===== config.mk =====
export PLATFORM = sky130hd
export DESIGN_NAME = dnoc_pingpong_sched
export DESIGN_NICKNAME = d
export VERILOG_FILES = /design/src/rtl/dnoc_pingpong_sched.sv
export SDC_FILE = /design/constraint.sdc
export NUM_CORES = 1
export LEC_CHECK = 0
export BUFFER_PORTS_ARGS = -buffer_cell sky130_fd_sc_hd__buf_2
export CAP_MARGIN = 10
export CORE_MARGIN = 2
export CORE_UTILIZATION = 35
export DETAILED_ROUTE_END_ITERATION = 8
export SLEW_MARGIN = 10
export SYNTH_ARGS = -nofsm -noshare
export SYNTH_HDL_FRONTEND = slang
export SYNTH_SLANG_ARGS = --single-unit

===== constraint.sdc =====
create_clock -name clk -period 6.2 [get_ports clk]
set_clock_uncertainty 0.05 [all_clocks]
set_input_delay 0.62 -clock clk [delete_from_list [all_inputs] [get_ports clk]]
set_output_delay 0.62 -clock clk [all_outputs]
set_load 0.05 [all_outputs]

===== src/rtl/dnoc_pingpong_sched.sv =====
// Ping-pong buffer scheduler for the L2 core-write path: drives the write command, tracks full buffers and
// hands them to a reader in strict ping/pong order. Optional sticky error flag under `DNOC_PP_SCHED_ERR_EN.
module dnoc_pingpong_sched #(
  parameter int NUM_W = 11,
  parameter int CNT_W = 12
) (
  input  logic             clk,
  input  logic             rst,
  input  logic             sched_start,
  input  logic             cfg_pingpong_en,
  output logic             sched_busy,
  output logic             sched_done,
  output logic             wr_cmd_req,
  input  logic             wr_cmd_gnt,
  input  logic             wr_pingpong_done,
  input  logic             wr_transaction_done,
  output logic [1:0]       pingpong_state,
  output logic             rd_req,
  output logic             rd_buf_sel,
  input  logic             rd_gnt,
  input  logic             rd_done,
  output logic [CNT_W-1:0] wr_buf_cnt,
  output logic [CNT_W-1:0] rd_buf_cnt,
  output logic             sched_err
);

  if (NUM_W < 1 || CNT_W < 2) begin : g_param_check
    $error("dnoc_pingpong_sched: NUM_W must be >= 1 and CNT_W >= 2");
  end

  typedef enum logic [1:0] {IDLE, RUN, DRAIN, DONE} state_t;
  typedef enum logic {R_IDLE, R_BUSY} rstate_t;

  state_t  state;
  rstate_t rstate;
  logic    wr_ptr;
  logic    rd_ptr;

  logic       active;
  logic       rd_clr;
  logic       pp_mark;
  logic       sp_mark;
  logic       viol;
  logic [1:0] cleared;
  logic [1:0] pp_next;

  // The command grant is observed by the writer itself; sequencing never depends on it.
  logic gnt_unused;
  assign gnt_unused = wr_cmd_gnt;

  always_comb begin
    active  = (state == RUN) || (state == DRAIN);
    rd_req  = active && (rstate == R_IDLE) && pingpong_state[rd_ptr];
    rd_buf_sel = rd_ptr;
    rd_clr  = active && (rstate == R_BUSY) && rd_done;
    // Clear is applied before set, so a same-cycle drain and refill of one buffer leaves it full.
    cleared = pingpong_state;
    if (rd_clr) cleared[rd_ptr] = 1'b0;
    pp_mark = (state == RUN) && cfg_pingpong_en && wr_pingpong_done && !cleared[wr_ptr];
    sp_mark = (state == RUN) && !cfg_pingpong_en && wr_transaction_done;
    pp_next = cleared;
    if (pp_mark) pp_next[wr_ptr] = 1'b1;
    if (sp_mark) pp_next[0] = 1'b1;
    viol = ((state == RUN) && cfg_pingpong_en && wr_pingpong_done && cleared[wr_ptr])
        || ((state == RUN) && !cfg_pingpong_en && wr_transaction_done && cleared[0])
        || (rd_done && !(active && (rstate == R_BUSY)));
  end

  always_ff @(posedge clk or posedge rst) begin
    if (rst) begin
      state          <= IDLE;
      rstate         <= R_IDLE;
      wr_ptr         <= 1'b0;
      rd_ptr         <= 1'b0;
      pingpong_state <= 2'b00;
      wr_buf_cnt     <= '0;
      rd_buf_cnt     <= '0;
      sched_busy     <= 1'b0;
      sched_done     <= 1'b0;
      wr_cmd_req     <= 1'b0;
    end else begin
      sched_done <= 1'b0;
      case (state)
        IDLE: if (sched_start) begin
          state          <= RUN;
          rstate         <= R_IDLE;
          wr_ptr         <= 1'b0;
          rd_ptr         <= 1'b0;
          pingpong_state <= 2'b00;
          wr_buf_cnt     <= '0;
          rd_buf_cnt     <= '0;
          sched_busy     <= 1'b1;
          wr_cmd_req     <= 1'b1;
        end
        RUN: if (wr_transaction_done) begin
          state      <= DRAIN;
          wr_cmd_req <= 1'b0;
        end
        DRAIN: if (pingpong_state == 2'b00 && rstate == R_IDLE) begin
          state      <= DONE;
          sched_done <= 1'b1;
          sched_busy <= 1'b0;
        end
        default: state <= IDLE;
      endcase

      if (active) begin
        pingpong_state <= pp_next;
        if (pp_mark) wr_ptr <= ~wr_ptr;
        if (pp_mark || sp_mark) wr_buf_cnt <= wr_buf_cnt + 1'b1;
        if (rd_req && rd_gnt) rstate <= R_BUSY;
        if (rd_clr) begin
          rstate     <= R_IDLE;
          rd_buf_cnt <= rd_buf_cnt + 1'b1;
          if (cfg_pingpong_en) rd_ptr <= ~rd_ptr;
        end
      end
    end
  end

`ifdef DNOC_PP_SCHED_ERR_EN
  always_ff @(posedge clk or posedge rst) begin
    if (rst) begin
      sched_err <= 1'b0;
    end else if (state == IDLE && sched_start) begin
      sched_err <= 1'b0;
    end else if (viol) begin
      sched_err <= 1'b1;
    end
  end
`else
  logic viol_unused;
  assign viol_unused = viol;
  assign sched_err   = 1'b0;
`endif

endmodule

Yosys cells after proc, flatten, opt, wreduce, memory -nomap -nowiden --
Cells that the tools add are included.
Operators by class: reductions and logical operators 27, bitwise logic cells 6, equality and inequality tests 5, muxes and demuxes 47, add/sub/neg operators 2, $lt $le $gt $ge 4
Operators with widths (number):
- $mux 12 | 8
- $mux 1 | 26
- $add 12x1->12 const B | 2
- $mux 2 | 8
- $logic_and 1x1->1 | 13
- $reduce_and 3->1 | 3
- $reduce_bool 2->1 | 4
- $pmux 2 s3 | 1
- $logic_not 2->1 | 2
- $lt 1x2->1 const B | 2
- $ne 2x2->1 const B | 2
- $pmux 1 s2 | 2
- $not 1->1 | 3
- $and 2x2->2 | 1
- $demux 1 s1 | 2
- $eq 2x1->1 const B | 1
- $eq 2x2->1 const B | 1
- $ge 1x1->1 const B | 2
- $logic_not 1->1 | 2
- $logic_or 1x1->1 | 2
- $ne 2x1->1 const B | 1
- $not 2->2 | 1
- $or 2x2->2 | 1
- $reduce_and 2->1 | 1
Storage, ports and cells: logic and storage cells 101, flip-flop bits (word level) 34

Depth between registers and ports, before layout --
depth after elaboration 14, gate-level depth with buffers 7, gate-level depth less buffers 6

Least setup slack after synthesis --
No wires, ideal clock.
path kind reg2out, start register state[0], end output port rd_req, path buffers 0, cell stages (with the launch flop) 5, data required time 5.530 ns, data arrival time 2.080 ns, setup slack 3.450 ns, cells stage by stage dfrtp_1 -> inv_1 -> ha_1 -> inv_1 -> nor3_1
On the way: cells in the longest elaborated chain, start to end 4
RTL lines:
- start: declaration | RTL line 34 | state_t state;
- start signal: assignment | RTL line 71 | state <= IDLE;
- start signal: assignment | RTL line 85 | state <= RUN;
- start signal: assignment | RTL line 96 | state <= DRAIN;
- $eq 2x1->1 / $eq 2x2->1 (equally long branches) | RTL line 52 | active = (state == RUN) || (state == DRAIN);
- $logic_or 1x1->1 * | RTL line 52
- $logic_and 1x1->1 * (2 in series) | RTL line 53 | rd_req = active && (rstate == R_IDLE) && pingpong_state[rd_ptr];
- end: declaration | RTL line 18 | output logic rd_req,
Mark *: on every way between the ends. The rest lies on a longest branch, timed or not.

Final worst setup path --
start register state[0], end register wr_buf_cnt[11]
On the way: cells in the longest elaborated chain, start to end 12
RTL lines:
- $eq 2x1->1 / $eq 2x2->1 (equally long branches) | RTL line 52, 59, 60
- $logic_or 1x1->1 | RTL line 52
- $logic_and 1x1->1
- $logic_and 1x1->1 | RTL line 55 | rd_clr = active && (rstate == R_BUSY) && rd_done;
- $mux 2 | RTL line 58 | if (rd_clr) cleared[rd_ptr] = 1'b0;
- $mux 1 (2 in series)
- $logic_not 1->1 | RTL line 59 | pp_mark = (state == RUN) && cfg_pingpong_en && wr_pingpong_done && !cleared[wr_ptr];
- $logic_and 1x1->1 | RTL line 59
- $logic_or 1x1->1 | RTL line 110 | if (pp_mark || sp_mark) wr_buf_cnt <= wr_buf_cnt + 1'b1;
- $mux 12 | RTL line 110
- $mux 12 * | RTL line 107 | if (active) begin
- end signal: assignment | RTL line 110
- end: declaration | RTL line 22 | output logic [CNT_W-1:0] wr_buf_cnt,
Mark *: on every way between the ends. The rest lies on a longest branch, timed or not. The select of a mux whose other input is x is not followed. A chain may end at the register's enable or synchronous reset.

==> results.json <==
{
  "status": "finished, final reports clean",
  "min_period_ns": 2.85,
  "viasPerCell": 5.39,
  "grt_max_degree": 35,
  "synth_area_leader_cell": "dfrtp_1",
  "seqPwrFrac": 0.375,
  "worst_pin_slew_ns": 1.05,
  "switching_share": 0.455,
  "ant_nets": 0,
  "ys.flop_type": "dfrtp_1",
  "powerDensity_nw_per_um2": 349,
  "synth_area_um2": 1940,
  "yosys_warnings": 0,
  "synth_edf_count": 0,
  "clk-insertion-delay-late_ns": 0.29,
  "yosysSeqAreaShare": 0.438,
  "rsz0062_at_grt": "false",
  "end_kind": "register",
  "place_ws_ns": 3.40,
  "cts_buffers": 5,
  "wl_per_cell_um": 14.2,
  "core_area_um2": 5440,
  "antenna_found_initial": 0,
  "intPower_w": 0.000435,
  "pwr-share-clk": 0.215,
  "placementRows": 27,
  "wl_mm": 4.47,
  "cp.required_ns": 6.32,
  "hold_viol": 0,
  "cts_tree": "done",
  "clock-sinks": 34,
  "hpwl_mm": 3.10,
  "criticalPathCategory": "register to register",
  "crit_path_top_delay_cell": "a211oi_2",
  "port_buffers": 38,
  "drv_slew": 0,
  "die_h_um": 78.5,
  "use_met1": 0.210,
  "dr.pass1.iters": 4,
  "fin_total_pwr_w": 0.000798,
  "die_x_um": 78.5,
  "yosysTopAreaCellShare": 0.438,
  "io_pins": 41,
  "switching_power_w": 0.000363,
  "crit_chain": "inv_1, ha_1, nand4b_1, a211oi_2, nor4_2, a221o_1",
  "async_flop_share": 1.00,
  "cts.path.max_buffers": 2,
  "drive_above_1_share": 0.218,
  "gp_congestion": 0.794,
  "cp_slowest_stage_delay_ns": 0.91,
  "fin_tns_setup_ns": 0,
  "diodes": 0,
  "synth.most_common_cell": "dfrtp_1",
  "met3_usage": 0.0322,
  "top_usage_layer": "met2",
  "post_cts_resized": 0,
  "postCtsSetupRepairBufs": 0,
  "grt.met2_usage": 0.241,
  "cp_data_arrival_time_ns": 2.97,
  "min_path_type": "primary input to asynchronous set/reset pin",
  "placed_cell_area_um2": 2190,
  "area_growth_pct": 17.6,
  "finalSetupViolations": 0,
  "cts.reportedPaths.clkPinSlew_ns": 0.08,
  "nNetsFinal": 257,
  "worst_slack_ns": 3.35,
  "fin_crit_sh": 0.459,
  "clock-root-buffer": "clkbuf_8",
  "die_area_um2": 6160,
  "vias": 1698,
  "power.share.combinational": 0.411,
  "finish.instance_area_um2": 2280,
  "syn-num-nets": 219,
  "synth_cell_types": 45,
  "vdd_ir_drop_max_v": 0.000227,
  "maxCapViolCount": 0,
  "ys_ff_latch": 34,
  "syn_avg_cell_area_um2": 9.53,
  "slew_headroom": 0.301,
  "grt_pass1_vias": 1609,
  "synth_area_leaders": "dfrtp_1 44%, o21ai_0 4.4%, ha_1 3.9%",
  "synth_common_cells": "34 x dfrtp_1, 19 x nand2_1, 17 x o21ai_0",
  "grt-ovfl-total": 0,
  "start_util": 0.357,
  "ctsHoldBuffers": 0,
  "first_iter_violations": 79,
  "cts-htree-levels": 2,
  "path_max_fanout": 14,
  "grt_util_all_layers": 0.155,
  "fillerInstances": 559,
  "power.leakage_nw": 1.17,
  "grt_pass1_wl_mm": 7.60,
  "clock.fmax_mhz": 351,
  "netlist_instances": 204,
  "worstSetupStartpointType": "register",
  "drc": 0
}
## critical path, delay by kind of cell, from the launching register on
family / cells / cell delay [ns]
buffers and inverters: 1 / 0.08
AO/OA/AOI/OAI: 2 / 1.33
flip-flops: 1 / 0.41
AND/OR/NAND/NOR: 2 / 0.46
adder cells (fa/ha/maj): 1 / 0.40
## stage by stage
stage / utilization / hold WS, ns / cells
6_report: 0.420 / 0.371 / 315
3_5_place_dp: 0.403 / 0.420 / 307
4_1_cts: 0.420 / 0.385 / 315
2_1_floorplan: - / 0.447 / 204
3_3_place_gp: 0.403 / 0.410 / 307
5_1_grt: 0.420 / 0.434 / 315
## final timing paths
check | startpoint | endpoint | slack (ns) | depth (start not counted)
worst max-delay path | state[0]$_DFFE_PP0P_ | wr_buf_cnt[11]$_DFF_PP0_ | 3.35 | 6
worst min-delay path | rst | rd_buf_cnt[4]$_DFF_PP0_ | 0.37 | 3
worst max register to register | state[0]$_DFFE_PP0P_ | wr_buf_cnt[11]$_DFF_PP0_ | 3.35 | 6
worst min register to register | rd_buf_cnt[11]$_DFF_PP0_ | rd_buf_cnt[11]$_DFF_PP0_ | 0.43 | 1
max in group asynchronous | rst | wr_buf_cnt[4]$_DFF_PP0_ | 5.40 | 3
min in group clk | rd_buf_cnt[11]$_DFF_PP0_ | rd_buf_cnt[11]$_DFF_PP0_ | 0.43 | 1
## power by group through the flow
stage | Combinational [W] | Sequential (W) | Clock, W
3_5_place_dp | 0.000330 | 0.000302 | 0
2_1_floorplan | 0.000171 | 0.000382 | 0
6_report | 0.000328 | 0.000299 | 0.000171
3_3_place_gp | 0.000328 | 0.000301 | 0
5_1_grt | 0.000360 | 0.000306 | 0.000189
4_1_cts | 0.000331 | 0.000298 | 0.000179
## cell families (layout without fill, tap and decap cells)
logic type	Yosys count	after routing	synth area share
flops	34	34	0.438
compound gates	60	60	0.241
buf+inv	19	58	0.0425
other cells	1	1	0.00193
simple gates	79	79	0.212
mux	5	5	0.0264
fa+ha+maj	6	6	0.0386
## flip-flops by register name (all words and copies together) (netlist names)
| register | count |
|---|---|
| pingpong_state | 2 |
| rd_buf_cnt | 12 |
| rd_buf_sel | 1 |
| rstate | 1 |
| sched_busy | 1 |
| sched_done | 1 |
| state | 2 |
| wr_buf_cnt | 12 |
| wr_cmd_req | 1 |
| wr_ptr | 1 |
## final cells by class
class,count,area [um2],area share
Clock buffer,6,82.6,0.0361
Clock inverter,2,12.5,0.00548
Inverter,11,41.3,0.0181
Multi-Input combinational cell,151,1010,0.442
Sequential cell,34,851,0.372
Tap cell,72,90.1,0.0394
Timing Repair Buffer,39,198,0.0865
## per-layer routing
layer / wire length, um / up-vias
met5: 0 / -
met4: 65 / 0
met3: 191 / 7
met2: 2040 / 39
met1: 2170 / 802
li1: - / 850
## cells in the final DEF, fill, tap and decap left out, types with 2 or more instances in the layout
cell / n
o311a_1: 5
a221o_1: 7
o21ai_0: 17
nor2b_1: 3
nand3_1: 13
o311ai_0: 2
o31ai_1: 6
nand4_1: 7
and3_1: 4
nor2_1: 15
o41ai_1: 2
and4_1: 2
dfrtp_1: 34
a21oi_1: 3
ha_1: 6
mux2i_1: 4
nand2_1: 19
buf_2: 38
or3_1: 2
inv_1: 11
a21o_1: 4
nor3_1: 2
clkbuf_8: 6
and2_1: 6
o32a_1: 3
Power figures use the tool's default switching activity.
